===== src/rtl/silly_pkg.sv =====
// silly_freq_detect shared types, constants and the period classifier.
// Imported by the frequency-detector top and its helpers.
package silly_pkg;

  localparam int DEF_CNT_W = 10;

  typedef enum logic [0:0] {
    SEEK    = 1'b0,
    MEASURE = 1'b1
  } state_e;

  localparam logic [3:0] CODE_NONE = 4'd0;

  // Walk k downward so the smallest matching k is the one kept.
  function automatic logic [3:0] period_to_code(
    input logic [31:0] p,
    input int unsigned tol
  );
    logic [3:0]  code;
    logic [31:0] ref_v;
    logic [31:0] diff;
    code = CODE_NONE;
    for (int k = 8; k >= 1; k--) begin
      ref_v = 32'd1 << k;
      diff  = (p > ref_v) ? (p - ref_v) : (ref_v - p);
      if (diff <= tol) begin
        code = 4'(k);
      end
    end
    return code;
  endfunction

endpackage


===== src/rtl/silly_sync_edge.sv =====
// Two-flop synchronizer plus history flop for one async input.
// Produces the synchronized level and single-cycle rise/fall pulses.
module silly_sync_edge (
  input  logic clk,
  input  logic reset,
  input  logic sig_in_i,
  output logic sync_o,
  output logic rise_o,
  output logic fall_o
);

  logic s1_q;
  logic s2_q;
  logic hist_q;

  always_ff @(posedge clk or posedge reset) begin
    if (reset) begin
      s1_q   <= 1'b0;
      s2_q   <= 1'b0;
      hist_q <= 1'b0;
    end else begin
      s1_q   <= sig_in_i;
      s2_q   <= s1_q;
      hist_q <= s2_q;
    end
  end

  assign sync_o = s2_q;
  assign rise_o = s2_q & ~hist_q;
  assign fall_o = ~s2_q & hist_q;

endmodule


===== src/rtl/silly_freq_detect.sv =====
// Measures an async square wave's period and classifies it as clk/2^k.
// Optional high-time/duty measurement: define SILLY_DUTY_MEAS_EN.
module silly_freq_detect
  import silly_pkg::*;
#(
  parameter int          CNT_W          = DEF_CNT_W,
  parameter int          TIMEOUT_CYCLES = 600,
  parameter int          LOCK_COUNT     = 4,
  parameter int unsigned TOLERANCE      = 0
) (
  input  logic             clk,
  input  logic             reset,
  input  logic             enable,
  input  logic             sig_in,
  output logic             meas_valid,
  output logic [CNT_W-1:0] period_out,
  output logic [3:0]       ratio_code,
  output logic             locked,
  output logic             timeout,
  output logic [CNT_W-1:0] high_cycles,
  output logic             duty_ok
);

  localparam logic [CNT_W-1:0] TO_V  = CNT_W'(TIMEOUT_CYCLES);
  localparam logic [CNT_W-1:0] ONE_V = CNT_W'(1);
  localparam logic [3:0]       LCK_V = 4'(LOCK_COUNT);

  logic sync_w;
  logic rise_w;
  logic fall_w;

  silly_sync_edge u_sync (
    .clk      (clk),
    .reset    (reset),
    .sig_in_i (sig_in),
    .sync_o   (sync_w),
    .rise_o   (rise_w),
    .fall_o   (fall_w)
  );

  state_e           state_q, state_d;
  logic [CNT_W-1:0] cnt_q, cnt_d;
  logic [CNT_W-1:0] per_q, per_d;
  logic [3:0]       code_q, code_d;
  logic [3:0]       lcnt_q, lcnt_d;
  logic             lock_q, lock_d;
  logic             mv_q, mv_d;
  logic             to_q, to_d;
  logic [3:0]       code_w;

  assign code_w = period_to_code(32'(cnt_q), TOLERANCE);

  always_ff @(posedge clk or posedge reset) begin
    if (reset) begin
      state_q <= SEEK;
      cnt_q   <= '0;
      per_q   <= '0;
      code_q  <= CODE_NONE;
      lcnt_q  <= 4'd0;
      lock_q  <= 1'b0;
      mv_q    <= 1'b0;
      to_q    <= 1'b0;
    end else begin
      state_q <= state_d;
      cnt_q   <= cnt_d;
      per_q   <= per_d;
      code_q  <= code_d;
      lcnt_q  <= lcnt_d;
      lock_q  <= lock_d;
      mv_q    <= mv_d;
      to_q    <= to_d;
    end
  end

  always_comb begin
    state_d = state_q;
    cnt_d   = cnt_q;
    per_d   = per_q;
    code_d  = code_q;
    lcnt_d  = lcnt_q;
    lock_d  = lock_q;
    mv_d    = 1'b0;
    to_d    = 1'b0;
    if (!enable) begin
      state_d = SEEK;
      cnt_d   = '0;
      lcnt_d  = 4'd0;
      lock_d  = 1'b0;
      code_d  = CODE_NONE;
    end else begin
      unique case (state_q)
        SEEK: begin
          if (rise_w) begin
            state_d = MEASURE;
            cnt_d   = ONE_V;
          end
        end
        MEASURE: begin
          if (rise_w) begin
            cnt_d  = ONE_V;
            per_d  = cnt_q;
            code_d = code_w;
            mv_d   = 1'b1;
            if (code_w == CODE_NONE) begin
              lcnt_d = 4'd0;
              lock_d = 1'b0;
            end else if (code_w == code_q) begin
              if (lcnt_q != 4'hF) begin
                lcnt_d = lcnt_q + 4'd1;
              end
              if (lcnt_d >= LCK_V) begin
                lock_d = 1'b1;
              end
            end else begin
              lcnt_d = 4'd1;
              lock_d = 1'b0;
            end
          end else if (cnt_q >= TO_V) begin
            // Loss of signal: report once and re-arm from scratch.
            to_d    = 1'b1;
            lock_d  = 1'b0;
            code_d  = CODE_NONE;
            lcnt_d  = 4'd0;
            cnt_d   = '0;
            state_d = SEEK;
          end else begin
            cnt_d = cnt_q + ONE_V;
          end
        end
        default: begin
          state_d = SEEK;
        end
      endcase
    end
  end

  assign meas_valid = mv_q;
  assign period_out = per_q;
  assign ratio_code = code_q;
  assign locked     = lock_q;
  assign timeout    = to_q;

`ifdef SILLY_DUTY_MEAS_EN
  logic [CNT_W-1:0] hcnt_q, hcnt_d;
  logic [CNT_W-1:0] hcap_q, hcap_d;
  logic [CNT_W-1:0] hi_q, hi_d;
  logic             duty_q, duty_d;

  always_ff @(posedge clk or posedge reset) begin
    if (reset) begin
      hcnt_q <= '0;
      hcap_q <= '0;
      hi_q   <= '0;
      duty_q <= 1'b0;
    end else begin
      hcnt_q <= hcnt_d;
      hcap_q <= hcap_d;
      hi_q   <= hi_d;
      duty_q <= duty_d;
    end
  end

  always_comb begin
    hcnt_d = hcnt_q;
    hcap_d = hcap_q;
    hi_d   = hi_q;
    duty_d = duty_q;
    if (!enable) begin
      hcnt_d = '0;
    end else begin
      if (rise_w) begin
        hcnt_d = ONE_V;
      end else if (sync_w && (hcnt_q != '1)) begin
        hcnt_d = hcnt_q + ONE_V;
      end
      if (fall_w) begin
        hcap_d = hcnt_q;
      end
    end
    // The capture from this period's fall pairs with the period now closing.
    if (mv_d) begin
      hi_d   = hcap_q;
      duty_d = ({hcap_q, 1'b0} == {1'b0, cnt_q});
    end
  end

  assign high_cycles = hi_q;
  assign duty_ok     = duty_q;
`else
  logic unused_edge;
  assign unused_edge = sync_w ^ fall_w;
  assign high_cycles = '0;
  assign duty_ok     = 1'b0;
`endif

endmodule


===== config.mk =====
export PLATFORM = sky130hd
export DESIGN_NAME = silly_freq_detect
export DESIGN_NICKNAME = d
export VERILOG_FILES = /design/src/rtl/silly_pkg.sv /design/src/rtl/silly_sync_edge.sv /design/src/rtl/silly_freq_detect.sv
export SDC_FILE = /design/constraint.sdc
export NUM_CORES = 1
export LEC_CHECK = 0
export BUFFER_PORTS_ARGS = -buffer_cell sky130_fd_sc_hd__buf_4
export CORE_UTILIZATION = 45
export CTS_BUF_LIST = sky130_fd_sc_hd__clkbuf_4
export CTS_CLUSTER_SIZE = 30
export DETAILED_ROUTE_END_ITERATION = 12
export SYNTH_ARGS = -nofsm -noshare
export SYNTH_HDL_FRONTEND = slang
export SYNTH_SLANG_ARGS = --single-unit

===== constraint.sdc =====
create_clock -name clk -period 6.4 [get_ports clk]
set_clock_uncertainty 0.15 [all_clocks]
set_input_delay 0.96 -clock clk [delete_from_list [all_inputs] [get_ports clk]]
set_output_delay 0.96 -clock clk [all_outputs]
set_load 0.01 [all_outputs]

==> flow_metrics.py, run 1 <==
metrics = {
    "critical_path": {
        "cp_top_family": "simple AND/OR/NAND/NOR gates",
        "worst_ep_required_time_ps": 6540,
        "cp.arrival_ps": 5100,
        "path_max_fanout": 20,
        "crit_slowest_cell": "dfrtp_1",
        "crit_type": "flip-flop to flip-flop",
        "crit_buf_inv": 2,
        "cp-end-kind": "flip-flop",
        "crit_path_cell_trace": "inv_2 > ha_1 > buf_4 > nor2b_1 > nor2_1 > o21ai_0 > or2_2 > a311oi_1 > and4_1 > nor4_1 > xor2_1 > or3b_4 > o41ai_2 > a22o_1",
        "cpPeakStageDelay_ps": 830,
        "cp-start-kind": "flip-flop",
    },
    "floorplanning": {
        "dieArea_sq_um": 10700,
        "die_y_um": 104,
        "dieWidth_um": 104,
        "io_pins": 32,
        "coreArea_sq_um": 9860,
        "start_util_pct": 47.0,
        "rows": 36,
    },
    "power": {
        "ir_worst_vdd_mv": 0.0597,
        "p_leak_nw": 2.21,
        "power_frac_comb_pct": 27.9,
        "internal_power_uw": 323,
        "power.share.clock_pct": 25.5,
        "sw_frac_of_total_pct": 34.7,
        "power_density_nw_per_um2": 100,
        "switching_power_uw": 172,
        "p_seq_share_pct": 46.6,
    },
    "yosys": {
        "synthMostInstantiatedCell": "o21ai_0",
        "yosys-top-cells-area": "dfrtp_1 19%, ha_1 12%, o21ai_0 6.3%, nand2_1 4.6%, xnor2_1 3.6%",
        "yosys_warnings": 0,
        "synth_top_family_by_area": "compound AO/OA/AOI/OAI gates",
        "ys.flop_type": "dfrtp_1",
        "synthArstFlopShare_pct": 100,
        "seq_area_frac_synth_pct": 18.9,
        "synth_compound_area_share_pct": 28.6,
        "synth_top_area_share_pct": 18.9,
        "synth_xor_area_share_pct": 3.97,
        "synth_edf_count": 0,
        "ys_ff_latch": 35,
        "synth_area_leader_cell": "dfrtp_1",
        "synthesis.area_sq_um": 4640,
        "avgSynthCellArea_sq_um": 7.66,
        "yosys-top-cells-count": "58 x o21ai_0, 57 x nand2_1, 46 x ha_1",
        "synth_fa_ha_area_share_pct": 12.4,
        "synthDistinctLibCells": 77,
        "synth-simple-area-share_pct": 25.9,
        "synth_mux_area_share_pct": 2.86,
        "syn_inst": 605,
    },
    "layout": {
        "final.fill_count": 998,
        "diodes": 0,
        "nNetsFinal": 661,
        "drive_above_1_share_pct": 10.3,
        "fin_area_sq_um": 4940,
        "area_growth_pct": 6.56,
    },
    "cts": {
        "htree_levels": 2,
        "cts_buffer_depth": 2,
        "cts_resized": 0,
        "clock_latency_ps": 350,
        "numCtsBuffers": 5,
        "cts_tree": "built",
        "root_buffer": "clkbuf_4",
        "holdBufCountCts": 0,
        "path_clk_slew_ps": 120,
        "cts_post_setup_buffers_inserted": 0,
        "clock-sinks": 35,
    },
    "timing": {
        "slew_viol_final": 0,
        "fmax_ghz": 0.202,
        "rsz0062_at_grt": "false",
        "worstMarginPinSlew_ps": 1070,
        "finalCritPeriodShare_pct": 77.5,
        "hold_viol_final": 0,
        "fin_crit_ps": 4960,
        "finalSetupViolations": 0,
        "fin_setup_tns_ps": 0,
        "relSlewSlack_pct": 28.5,
    },
    "drt": {
        "viasPerCell": 6.58,
        "drtAntennaViolNets": 0,
        "drt-pass1-iter-count": 5,
        "wl_per_cell_um": 21.2,
        "drt-total-wl_mm": 15.8,
        "drc": 0,
        "num_vias": 4901,
        "drt_iter0_markers": 709,
    },
    "placement": {
        "gp_congestion": 1.01,
        "dp_hpwl_mm": 11.8,
        "port_buffers": 20,
        "dpl_cell_area_sq_um": 4890,
    },
    "grt": {
        "grt_max_degree": 36,
        "grt_remaining_overflow": 0,
        "grt_pass1_vias": 4528,
        "grt_antenna_before_repair": 0,
        "grt_pass1_wl_mm": 25.1,
        "grt_use_total_pct": 29.6,
    },
    "run": {
        "drv_cap": 0,
    },
    "status": {
        "status": "completed",
    },
    "worst_hold_path": {
        "hold_class": "flip-flop to flip-flop",
    },
}
-- through the flow --
stage	power, mW	setup WS [ps]	cells	utilization, %	hold slack, ps
2_1_floorplan	0.337	1740	615	-	181
3_3_place_gp	0.369	1600	737	49.6	182
3_5_place_dp	0.369	1570	737	49.6	198
4_1_cts	0.494	1530	745	50.1	226
5_1_grt	0.517	1070	745	50.1	230
6_report	0.495	1440	745	50.1	222
-- cell families (layout without fill, tap and decap cells) --
logic type,count (synthesis),after routing
compound gates,193,193
simple gates,220,220
fa+ha+maj,46,46
flops,35,35
buf+inv,76,73
mux,13,13
other cells,1,11
xor+xnor,21,21
-- layout by cell type, fill, tap and decap left out, types with 12 or more instances in the layout --
master,instances
nor2_1,30
xnor2_1,19
o21ai_0,58
buf_4,37
nand3_1,21
a21oi_1,23
nor3_1,15
ha_1,46
nand2_1,57
nand4_1,12
dfrtp_1,35
nor2b_1,14
inv_1,23
-- worst paths after layout --
| check | startpoint | end | slack (ps) | cells past startpoint |
|---|---|---|---|---|
| worst max-delay path | cnt_q[8] | lcnt_q[1] | 1440 | 14 |
| worst min-delay path | u_sync.s1_q | u_sync.sync_o | 220 | 0 |
| worst max register to register | cnt_q[8] | lcnt_q[1] | 1440 | 14 |
| worst min register to register | u_sync.s1_q | u_sync.sync_o | 220 | 0 |
| max in group asynchronous | reset | period_out[3] | 5210 | 3 |
| min in group asynchronous | reset | cnt_q[2] | 550 | 3 |
-- registers in the layout, indices dropped and copies added (netlist names) --
| register | cells |
|---|---|
| period_out | 10 |
| locked | 1 |
| u_sync.s1_q | 1 |
| u_sync.hist_q | 1 |
| cnt_q | 10 |
| u_sync.sync_o | 1 |
| timeout | 1 |
| ratio_code | 4 |
| meas_valid | 1 |
| lcnt_q | 4 |
| state_q | 1 |
-- layer usage --
layer  share of wire (%)  routed length [um]  vias to the layer above  track usage, %
met5                   0                   0                        -               0
met4                 4.1                 656                        0            11.5
met3                 9.6                1510                       59            5.54
met2                  44                6980                      297            46.8
met1                  42                6670                     2305            39.7
li1                    -                   -                     2240               -
-- area by class of cell --
type	count	area [sq um]	share of cell area [%]
timing repair buffer	37	278	5.62
clock buffer	6	45.0	0.912
multi-input combinational	504	3460	70.1
sequential	35	876	17.7
inverter	28	105	2.13
clock inverter	2	7.51	0.152
tap	133	166	3.37
-- worst reg2reg max path, delay by kind of cell, from the launching register on --
| family | cells | cell delay [ps] |
|---|---|---|
| and+or+nand+nor | 6 | 1920 |
| AOI/OAI and AO/OA | 4 | 1070 |
| DFF | 1 | 830 |
| buffers and inverters | 2 | 480 |
| adders and majority gates | 1 | 280 |
| xor gates and xnor gates | 1 | 180 |
-- power by group through the flow --
stage / Combinational, mW / Sequential, mW / Clock, mW
2_1_floorplan: 0.102 / 0.235 / 0
3_3_place_gp: 0.134 / 0.235 / 0
3_5_place_dp: 0.134 / 0.235 / 0
4_1_cts: 0.135 / 0.231 / 0.128
5_1_grt: 0.150 / 0.231 / 0.136
6_report: 0.138 / 0.231 / 0.126
Note: power is estimated with default switching activity, not from simulation.
==> run 2: changes to the inputs <==
==> constraint.sdc (replaced) <==
create_clock -name clk -period 5 [get_ports clk]
set_clock_uncertainty 0.15 [all_clocks]
set_input_delay 0.75 -clock clk [delete_from_list [all_inputs] [get_ports clk]]
set_output_delay 0.75 -clock clk [all_outputs]
set_load 0.01 [all_outputs]
==> run 2 against run 1 <==
Flip-flop and latch count unchanged. Combinational power is 32% higher. Wire length increased by 2.3%. Utilization is 1.1 points higher. Clock power up 71%. Largest power group unchanged. Critical path type unchanged. Fmax grew 6.5%. Highest routed layer unchanged. Setup slack worse by 1100 ps.
==> flow_metrics.py, run 2 (synthesis gave the netlist of run 1 again) <==
metrics = {
    "layout": {
        "drive_above_1_share_pct": 12.0,
        "nNetsFinal": 672,
        "layoutNonFillerInstCount": 756,
        "diodes": 0,
        "fin_area_sq_um": 5050,
        "final_cell_mix": "58 x o21ai_0, 57 x nand2_1, 48 x buf_4",
        "area_growth_pct": 8.85,
        "final_common_cell": "o21ai_0",
        "final_core_util_pct": 51.2,
    },
    "cts": {
        "numCtsBuffers": 5,
        "cts_resized": 0,
        "path_clk_slew_ps": 130,
        "holdBufCountCts": 0,
        "htree_levels": 2,
        "clock_latency_ps": 360,
        "cts_tree": "built",
        "cts_buffer_depth": 2,
        "clock-sinks": 35,
        "cts_post_setup_buffers_inserted": 0,
        "root_buffer": "clkbuf_4",
    },
    "drt": {
        "viasPerCell": 6.49,
        "drc": 0,
        "drt-pass1-iter-count": 5,
        "wl_per_cell_um": 21.4,
        "num_vias": 4910,
        "drtAntennaViolNets": 0,
        "drt-total-wl_mm": 16.2,
        "drt_iter0_markers": 389,
    },
    "critical_path": {
        "crit_type": "flip-flop to flip-flop",
        "cpMostUsedCell": "ha_1",
        "path_max_fanout": 8,
        "crit_slowest_cell": "dfrtp_1",
        "crit_path_cell_trace": "inv_1 > ha_1 > ha_1 > or4b_1 > o32ai_1 > and2_1 > nand4_1 > a211oi_1 > o2111ai_1 > nor4_1 > xor2_1 > or3b_4 > o41ai_2 > a22o_1",
        "cp-start-kind": "flip-flop",
        "cp-end-kind": "flip-flop",
        "cpPeakStageDelay_ps": 550,
        "cp.arrival_ps": 4820,
        "worst_ep_required_time_ps": 5160,
    },
    "power": {
        "ir_worst_vdd_mv": 0.117,
        "p_leak_nw": 2.27,
        "power_density_nw_per_um2": 137,
        "p_seq_share_pct": 42.6,
        "power.share.clock_pct": 31.0,
        "switching_power_uw": 231,
        "power_frac_comb_pct": 26.3,
        "internal_power_uw": 461,
        "sw_frac_of_total_pct": 33.3,
    },
    "floorplanning": {
        "rows": 36,
        "coreArea_sq_um": 9860,
        "die_y_um": 104,
        "io_pins": 32,
        "dieWidth_um": 104,
        "dieArea_sq_um": 10700,
        "start_util_pct": 47.0,
    },
    "run": {
        "drv_cap": 0,
    },
    "timing": {
        "fin_crit_ps": 4660,
        "fin_ws_ps": 344,
        "finalCritPeriodShare_pct": 93.1,
        "hold_viol_final": 0,
        "worstMarginPinSlew_ps": 959,
        "slew_viol_final": 0,
        "relSlewSlack_pct": 35.9,
        "fin_setup_tns_ps": 0,
        "rsz0062_at_grt": "false",
        "finalSetupViolations": 0,
        "fmax_ghz": 0.215,
    },
    "placement": {
        "placedCellCount": 748,
        "dp_hpwl_mm": 12.3,
        "gp_congestion": 0.990,
        "dpl_cell_area_sq_um": 4970,
        "pre_cts_ws_ps": 422,
        "port_buffers": 20,
    },
    "worst_hold_path": {
        "hold_class": "flip-flop to flip-flop",
    },
    "grt": {
        "grt_max_degree": 36,
        "grt_remaining_overflow": 0,
        "grt_use_total_pct": 30.2,
        "grt_antenna_before_repair": 0,
        "grt_pass1_wl_mm": 25.3,
        "grt_pass1_vias": 4490,
    },
    "status": {
        "status": "completed",
    },
}
[run 2: changes by cell type in the layout (fill, tap and decap cells not counted), sizes merged]
cell	change
bufinv	+1
clkbuf	-1
buf	+11
[run 2: per-stage QoR]
stage,hold slack [ps],total power [mW]
final,217,0.692
after global routing,234,0.725
after CTS,219,0.694
after detailed placement,189,0.478
after global placement,182,0.476
after floorplan,181,0.431
[run 2: layout make-up]
class,count,area [sq um]
Clock buffer,5,37.5
Clock inverter,3,38.8
Fill cell,972,4820
Inverter,28,105
Multi-Input combinational cell,504,3460
Sequential cell,35,876
Tap cell,133,166
Timing Repair Buffer,48,360
[run 2: power groups by stage]
stage                     logic (mW)  clock network (mW)  registers [mW]
after floorplan                0.131                   0           0.301
after global placement         0.176                   0           0.300
after detailed placement       0.178                   0           0.300
after CTS                      0.179               0.220           0.295
after global routing           0.197               0.231           0.296
final                          0.182               0.215           0.295
[run 2: critical path: cells and delay by family, from the launching register on]
family / cells / cell delay, ps
adders and majority gates: 2 / 620
AOI/OAI and AO/OA: 5 / 1280
xor gates and xnor gates: 1 / 150
buffers and inverters: 1 / 220
and+or+nand+nor: 5 / 1640
DFF: 1 / 550
[run 2: final timing paths]
check / startpoint / endpoint / slack [ps] / cells past startpoint
worst max-delay path: cnt_q[1] / lcnt_q[1] / 340 / 14
worst min-delay path: u_sync.s1_q / u_sync.sync_o / 220 / 0
worst max register to register: cnt_q[1] / lcnt_q[1] / 340 / 14
worst min register to register: u_sync.s1_q / u_sync.sync_o / 220 / 0
max in group asynchronous: reset / meas_valid / 4040 / 3
min in group asynchronous: reset / cnt_q[0] / 330 / 3
[run 2: metal layers]
| metal | up-vias | GRT usage (%) | part of all wire [%] |
|---|---|---|---|
| li1 | 2253 | - | - |
| met1 | 2359 | 42.2 | 44 |
| met2 | 267 | 48.5 | 46 |
| met3 | 31 | 3.40 | 8.5 |
| met4 | 0 | 9.42 | 2.4 |
| met5 | - | 0 | 0 |
